`config.mk`:
```
export PLATFORM = sky130hd
export DESIGN_NAME = fifo_sync_flags
export DESIGN_NICKNAME = d
export VERILOG_FILES = /design/src/rtl/fifo_sync_pkg.sv /design/src/rtl/fifo_sync_ptr.sv /design/src/rtl/fifo_sync_flags.sv
export SDC_FILE = /design/constraint.sdc
export NUM_CORES = 1
export LEC_CHECK = 0
export ABC_AREA = 1
export BUFFER_PORTS_ARGS = -buffer_cell sky130_fd_sc_hd__buf_2
export CAP_MARGIN = 25
export CORE_MARGIN = 8
export CORE_UTILIZATION = 26
export CTS_BUF_LIST = sky130_fd_sc_hd__clkbuf_8
export CTS_CLUSTER_SIZE = 40
export DETAILED_ROUTE_END_ITERATION = 7
export GPL_ROUTABILITY_DRIVEN = 0
export PLACE_DENSITY = 0.38
export SETUP_SLACK_MARGIN = 0.1
export SYNTH_ARGS = -nofsm -noshare
export SYNTH_HDL_FRONTEND = slang
export SYNTH_HIERARCHICAL = 1
export SYNTH_SLANG_ARGS = --single-unit
```
`constraint.sdc`:
```
create_clock -name Clk -period 3.61 [get_ports Clk]
set_clock_uncertainty 0.1 [all_clocks]
set_input_delay 0.1805 -clock Clk [delete_from_list [all_inputs] [get_ports Clk]]
set_output_delay 0.1805 -clock Clk [all_outputs]
set_load 0.02 [all_outputs]
```
`src/rtl/fifo_sync_pkg.sv`:
```
// Shared helpers and default thresholds for the single-clock FIFO family.
package fifo_sync_pkg;

    localparam int AE_THRESH_DEF = 2;
    // Default almost-full sits this many entries below DEPTH.
    localparam int AF_MARGIN_DEF = 2;

    function automatic int unsigned ptr_next(input int unsigned ptr, input int unsigned depth);
        return (ptr >= depth - 1) ? 0 : ptr + 1;
    endfunction

    function automatic int lvl_w(input int depth);
        return $clog2(depth + 1);
    endfunction

endpackage

```
`src/rtl/fifo_sync_ptr.sv`:
```
// Wrapping storage pointer for fifo_sync_flags; counts 0..DEPTH-1 for any DEPTH.
module fifo_sync_ptr
    import fifo_sync_pkg::*;
#(
    parameter int DEPTH = 8,
    localparam int PW = $clog2(DEPTH)
) (
    input  logic          Clk,
    input  logic          Rst,
    input  logic          Inc,
    output logic [PW-1:0] Ptr
);

    always_ff @(posedge Clk) begin
        if (Rst) begin
            Ptr <= '0;
        end else if (Inc) begin
            Ptr <= PW'(ptr_next(32'(Ptr), unsigned'(DEPTH)));
        end
    end

endmodule

```
`src/rtl/fifo_sync_flags.sv`:
```
// Single-clock FIFO with level, threshold flags and overflow/underflow pulses.
// Define FIFO_SYNC_FWFT_EN for first-word-fall-through read data.
module fifo_sync_flags
    import fifo_sync_pkg::*;
#(
    parameter int DEPTH      = 8,
    parameter int DATA_WIDTH = 32,
    parameter int AF_THRESH  = DEPTH - AF_MARGIN_DEF,
    parameter int AE_THRESH  = AE_THRESH_DEF,
    localparam int LW = lvl_w(DEPTH),
    localparam int PW = $clog2(DEPTH)
) (
    input  logic                  Clk,
    input  logic                  Rst,
    input  logic                  Wen,
    input  logic [DATA_WIDTH-1:0] WrData,
    input  logic                  Ren,
    output logic [DATA_WIDTH-1:0] RdData,
    output logic                  Full,
    output logic                  Empty,
    output logic                  AlmostFull,
    output logic                  AlmostEmpty,
    output logic [LW-1:0]         Level,
    output logic                  Overflow,
    output logic                  Underflow
);

    if (DEPTH < 2 || AE_THRESH < 0 || AE_THRESH >= AF_THRESH || AF_THRESH > DEPTH) begin : g_param_err
        $error("fifo_sync_flags: illegal DEPTH/threshold combination");
    end

    localparam logic [LW-1:0] DEPTH_L = LW'(DEPTH);
    localparam logic [LW-1:0] AF_L    = LW'(AF_THRESH);
    localparam logic [LW-1:0] AE_L    = LW'(AE_THRESH);

    logic [DATA_WIDTH-1:0] mem [DEPTH];
    logic [PW-1:0]         wr_ptr;
    logic [PW-1:0]         rd_ptr;
    logic                  rd_acc;
    logic                  wr_acc;
    logic [LW-1:0]         level_nxt;

    // A write at Full is only legal when a pop frees the slot on the same edge.
    assign rd_acc = Ren && !Empty;
    assign wr_acc = Wen && (!Full || rd_acc);

    fifo_sync_ptr #(.DEPTH(DEPTH)) u_wr_ptr (
        .Clk (Clk),
        .Rst (Rst),
        .Inc (wr_acc),
        .Ptr (wr_ptr)
    );

    fifo_sync_ptr #(.DEPTH(DEPTH)) u_rd_ptr (
        .Clk (Clk),
        .Rst (Rst),
        .Inc (rd_acc),
        .Ptr (rd_ptr)
    );

    always_comb begin
        level_nxt = Level;
        if (wr_acc && !rd_acc) begin
            level_nxt = Level + LW'(1);
        end else if (rd_acc && !wr_acc) begin
            level_nxt = Level - LW'(1);
        end
    end

    always_ff @(posedge Clk) begin
        if (wr_acc && !Rst) begin
            mem[wr_ptr] <= WrData;
        end
    end

    always_ff @(posedge Clk) begin
        if (Rst) begin
            Level       <= '0;
            Empty       <= 1'b1;
            AlmostEmpty <= 1'b1;
            Full        <= 1'b0;
            AlmostFull  <= 1'b0;
            Overflow    <= 1'b0;
            Underflow   <= 1'b0;
        end else begin
            Level       <= level_nxt;
            Empty       <= (level_nxt == '0);
            AlmostEmpty <= (level_nxt <= AE_L);
            Full        <= (level_nxt == DEPTH_L);
            AlmostFull  <= (level_nxt >= AF_L);
            Overflow    <= Wen && !wr_acc;
            Underflow   <= Ren && !rd_acc;
        end
    end

`ifdef FIFO_SYNC_FWFT_EN
    assign RdData = mem[rd_ptr];
`else
    logic [DATA_WIDTH-1:0] rd_data_r;

    always_ff @(posedge Clk) begin
        if (Rst) begin
            rd_data_r <= '0;
        end else if (rd_acc) begin
            rd_data_r <= mem[rd_ptr];
        end
    end

    assign RdData = rd_data_r;
`endif

endmodule
```
# [Yosys cells after proc, flatten, opt, wreduce, memory -nomap -nowiden]
# Memory sizes are Yosys's and may differ from the RTL's. A register that Yosys moved wholly into a read port is not among the register bits.
# Index checks and enable logic that the tools add are counted.
[totals] ff_bits=16 latch_bits=0 ramBits=256 romBits=0 output_inout_bits=42 mem_count=1
[op_classes] add_sub_neg=4 mul=0 div=0 magnitude_cmp=4 eq_ne=1 shift=0 mux=6 bitwise=0 n_reduce_logical=14
[mem_list] memory="mem" depth=8 width=32 rd=1 rd_ports_with_merged_regs=1 write_ports=1 line_no="fifo_sync_flags.sv:36" source="logic [DATA_WIDTH-1:0] mem [DEPTH];"
[ops] op="two-way mux 4 bit" count=2
[ops] op="logical AND 1 bit" count=7
[ops] op="adder 3 x 1 -> 3 bit (second input constant)" count=2
[ops] op="greater-or-equal comparator 3 bit (second input constant)" count=2
[ops] op="two-way mux 3 bit" count=2
[ops] op="zero test 1 bit" count=5
[ops] op="adder 4 x 1 -> 4 bit (second input constant)" count=1
[ops] op="== test 4 bit (second input constant)" count=1
[ops] op="greater-or-equal comparator 4 x 3 -> 1 bit (second input constant)" count=1
[ops] op="less-or-equal comparator 4 x 2 -> 1 bit (second input constant)" count=1
[ops] op="zero test 4 bit" count=1
[ops] op="subtractor 4 x 1 -> 4 bit (second input constant)" count=1
[ops] op="two-way mux 1 bit" count=2
[ops] op="logical OR 1 bit" count=1

# [Longest topological paths before layout]
[depth] depth_word=9 depth_mapped=10 depth_no_buf=10

# [By module]
# The synthesis kept the hierarchy.
[modules_own_cells] module="fifo_sync_flags" n_inst=1 cells_each=990 area_each_um2=11865.1
[modules_own_cells] module="fifo_sync_ptr" n_inst=2 cells_each=19 area_each_um2=153.9

# [Worst setup path after synthesis]
# No wires, ideal clock.
[synth_path] path_kind="register -> register" startpoint="register Empty" endpoint="memory mem[1][0], enable pin" setup_time_ns=0.421 arrival_time_ns=2.281 t_required_ns=3.089 path_slack_ns=0.808 path_stages_with_launch=8 path_buffers=0 period_less_slack_ns=2.802 path_cell_list="dfxtp_1 nor2_2 nor2_1 inv_1 nand2_1 nor2_1 nand2_1 nor2_1"
[synth_between] elab_chain_cells=7
[synth_lines] element="start: declaration" line_no="fifo_sync_flags.sv:20" source="output logic Empty,"
[synth_lines] element="start signal: assignment" line_no="fifo_sync_flags.sv:87" source="Empty <= (level_nxt == '0);"
[synth_lines] element="zero test 1 bit" line_no="fifo_sync_flags.sv:44" source="assign rd_acc = Ren && !Empty;"
[synth_lines] element="logical AND 1 bit" line_no="fifo_sync_flags.sv:44"
[synth_lines] element="logical OR 1 bit" line_no="fifo_sync_flags.sv:45" source="assign wr_acc = Wen && (!Full || rd_acc);"
[synth_lines] element="logical AND 1 bit" line_no="fifo_sync_flags.sv:45"
[synth_lines] element="logical AND 1 bit" line_no="fifo_sync_flags.sv:71" source="if (wr_acc && !Rst) begin"
[synth_lines] element="two-way mux 1 bit" line_no="fifo_sync_flags.sv:71"
[synth_lines] element="two-way mux 1 bit (not written as such)" line_no="fifo_sync_flags.sv:72" source="mem[wr_ptr] <= WrData;"
[synth_lines] element="end: declaration" line_no="fifo_sync_flags.sv:36"
# Every way passes these cells.

# [Final worst setup path]
[layout_path] startpoint="register Empty" endpoint="memory mem[7][27], enable pin"
# Same word-level chain as after synthesis.

==> flow_summary.json <==
{
  "hold_viol_final": 0,
  "grt_pass1_vias": 7792,
  "slew_violations": 0,
  "timing.setup.tns_ps": 0,
  "synth-seq-cells": 304,
  "grt_overflow": 0,
  "crit_path_max_fanout": 23,
  "p_int_w": 0.00600,
  "final_nets": 1200,
  "r2r_cells": 8,
  "die_w_um": 232,
  "r2r_slack_ps": 1050,
  "fp-row-count": 79,
  "layout-drive-gt1-share": 0.159,
  "cts.sinks": 304,
  "min_period_ps": 2560,
  "numCtsBuffers": 54,
  "insertion_delay_ps": 610,
  "clock_path_buffers": 3,
  "path_delay_family": "simple AND/OR/NAND/NOR gates",
  "die_area_um2": 54000,
  "dpl.hpwl_mm": 18.0,
  "worstPathArrival_ps": 2760,
  "min_from": "WrData[27]",
  "instances_no_fill": 1808,
  "grt_pass1_wl_mm": 47.6,
  "hp-class": "in -> reg",
  "ys_seq_area_frac": 0.710,
  "ys_top_cells_by_count": "edfxtp_1, inv_1, nand2_1, a21oi_1, o21ai_0",
  "cp_num_buf_inv": 2,
  "required_ps": 3810,
  "p_per_area_nw_per_um2": 589,
  "holdPathEnd": "mem[5][27]",
  "critPathSlowestCell": "nor2_4",
  "dr.pass1.iters": 5,
  "syn_inst": 1028,
  "cts-root-buf": "clkbuf_8",
  "ir_drop_uv": 279,
  "min_period_over_period": 0.709,
  "yosys_warnings": 6,
  "worstMarginPinSlew_ps": 849,
  "io_pins": 78,
  "htreeDepth": 2,
  "fin_ws_ps": 1050,
  "netlist_area_um2": 12200,
  "antenna_found_initial": 0,
  "vias": 7752,
  "grt_max_degree": 86,
  "wl_per_cell_um": 17.0,
  "switching_power_w": 0.00260,
  "slew_headroom": 0.433,
  "whs_path_depth": 2,
  "cp_num_cells": 8,
  "synthArstFlopShare": 0,
  "critical_path_class": "reg -> reg",
  "synth.distinct_cells": 23,
  "power_frac_comb": 0.176,
  "r2r-start": "Empty",
  "synth_top_flop_cell": "edfxtp_1",
  "avgViaCountPerCell": 4.29,
  "status": "finished, final reports clean",
  "start_util": 0.263,
  "dr.first_iter.drc_count": 507,
  "synth_top_area_cell": "edfxtp_1",
  "chipHeight_um": 232,
  "rsz0062_at_grt": "no",
  "yosysMostFrequentCell": "edfxtp_1",
  "crit_path_start_kind": "flip-flop",
  "grt_use_total": 0.114,
  "seq_power_share": 0.482,
  "totalWireLength_mm": 30.7,
  "ant_nets": 0,
  "switching_share": 0.303,
  "power.total_w": 0.00860,
  "crit_path_end_kind": "flip-flop",
  "drv_cap": 0,
  "cts.clk_slew.worst_paths_ps": 60,
  "dp_slack_ps": 992,
  "p_clk_frac": 0.342,
  "slowest_delay_ps": 680,
  "max_freq_mhz": 391,
  "synthToLayoutAreaGrowth_pct": 20.0,
  "finalSetupViolations": 0,
  "port_buffers": 77,
  "cts_tree": "yes",
  "synth.avg_cell_area_um2": 11.8,
  "core_area_um2": 46400,
  "synth_edf_count": 256,
  "drcViolationCount": 0,
  "yosysTopAreaCellShare": 0.632,
  "synth.area.top_cells": "edfxtp_1, dfxtp_1, inv_1",
  "syn_nets": 1070,
  "leakagePower_nw": 5.55,
  "worstPathCellList": "nor2_4, nor2_1, inv_1, nand2_1, nor2_1, nand2_1, nor2_4, buf_4",
  "post_cts_buffers": 0,
  "timing.rr.end": "mem[7][27]",
  "dp.cells": 1672,
  "antenna-diode-count": 0
}
## state kept, by name (all words and copies together) (netlist names)
name and flops:
mem 256, AlmostEmpty 1, u_wr_ptr/Ptr 3, u_rd_ptr/Ptr 3, AlmostFull 1, Level 4, Empty 1, RdData 32
Overflow 1, Full 1, Underflow 1
## cells in the final DEF, fill, tap and decap left out, types with 9 or more instances in the layout
master and count:
a21oi_1 92, buf_4 16, nand2_1 131, o21ai_1 10
o21ai_0 91, edfxtp_1 256, nand3_1 80, nor2_1 9
dfxtp_1 45, o211ai_1 64, clkbuf_8 57, nor2_4 9
inv_1 181, a21oi_2 12, buf_2 77, dlygate4sd3_1 37
## worst max path at each step
stage	from	to
after global placement	Empty	mem[7][21]
after detailed placement	Empty	mem[3][25]
after floorplan	Empty	mem[1][0]
final	Empty	mem[7][27]
after global routing	Empty	mem[7][27]
after CTS	Empty	mem[3][23]
## kinds of logic (layout without fill, tap and decap cells)
| group | after synthesis | after routing | synth area share |
|---|---|---|---|
| DFF | 304 | 304 | 0.710 |
| xor gates and xnor gates | 1 | 1 | 0.000720 |
| buffers and inverters | 214 | 387 | 0.0738 |
| adders and majority gates | 6 | 6 | 0.00617 |
| AOI/OAI and AO/OA | 269 | 269 | 0.127 |
| and+or+nand+nor | 234 | 234 | 0.0814 |
## per-stage QoR
step                 util  hold WS (ps)  instance area [µm²]
CTS                 0.315           220                14600
floorplan               -           143                12200
detailed placement  0.286           373                13300
finish              0.315           290                14600
global route        0.315           273                14600
global placement    0.286           372                13300
## area by class of cell
class                   count  area, µm²
repair buffers            133        936
clock buffers              57        785
flip-flops and latches    304       8660
clock inverters            42        201
fillers                  4690      31700
inverters                 155        582
well taps                 607        759
multi-input cells         510       2690
## per-layer routing
layer	vias to the layer above	global-route usage	routed length, µm
met5	-	0	0
met4	0	0.0413	765
met3	62	0.0262	1630
met2	159	0.161	12700
met1	3667	0.167	15600
li1	3864	-	-
## power by group through the flow
| stage | registers [W] | logic [W] | clock network (W) |
|---|---|---|---|
| floorplan | 0.00426 | 0.000941 | 0 |
| global placement | 0.00422 | 0.00152 | 0 |
| detailed placement | 0.00422 | 0.00151 | 0 |
| CTS | 0.00415 | 0.00155 | 0.00310 |
| global route | 0.00417 | 0.00172 | 0.00323 |
| finish | 0.00414 | 0.00151 | 0.00295 |
## repair_timing
action / in CTS / in global routing
hold endpoints to repair: 270 / 0
setup endpoints to repair: 0 / 0
hold buffers: 37 / 0
gates resized for setup: 0 / 0
(Power assumes the default switching activity.)
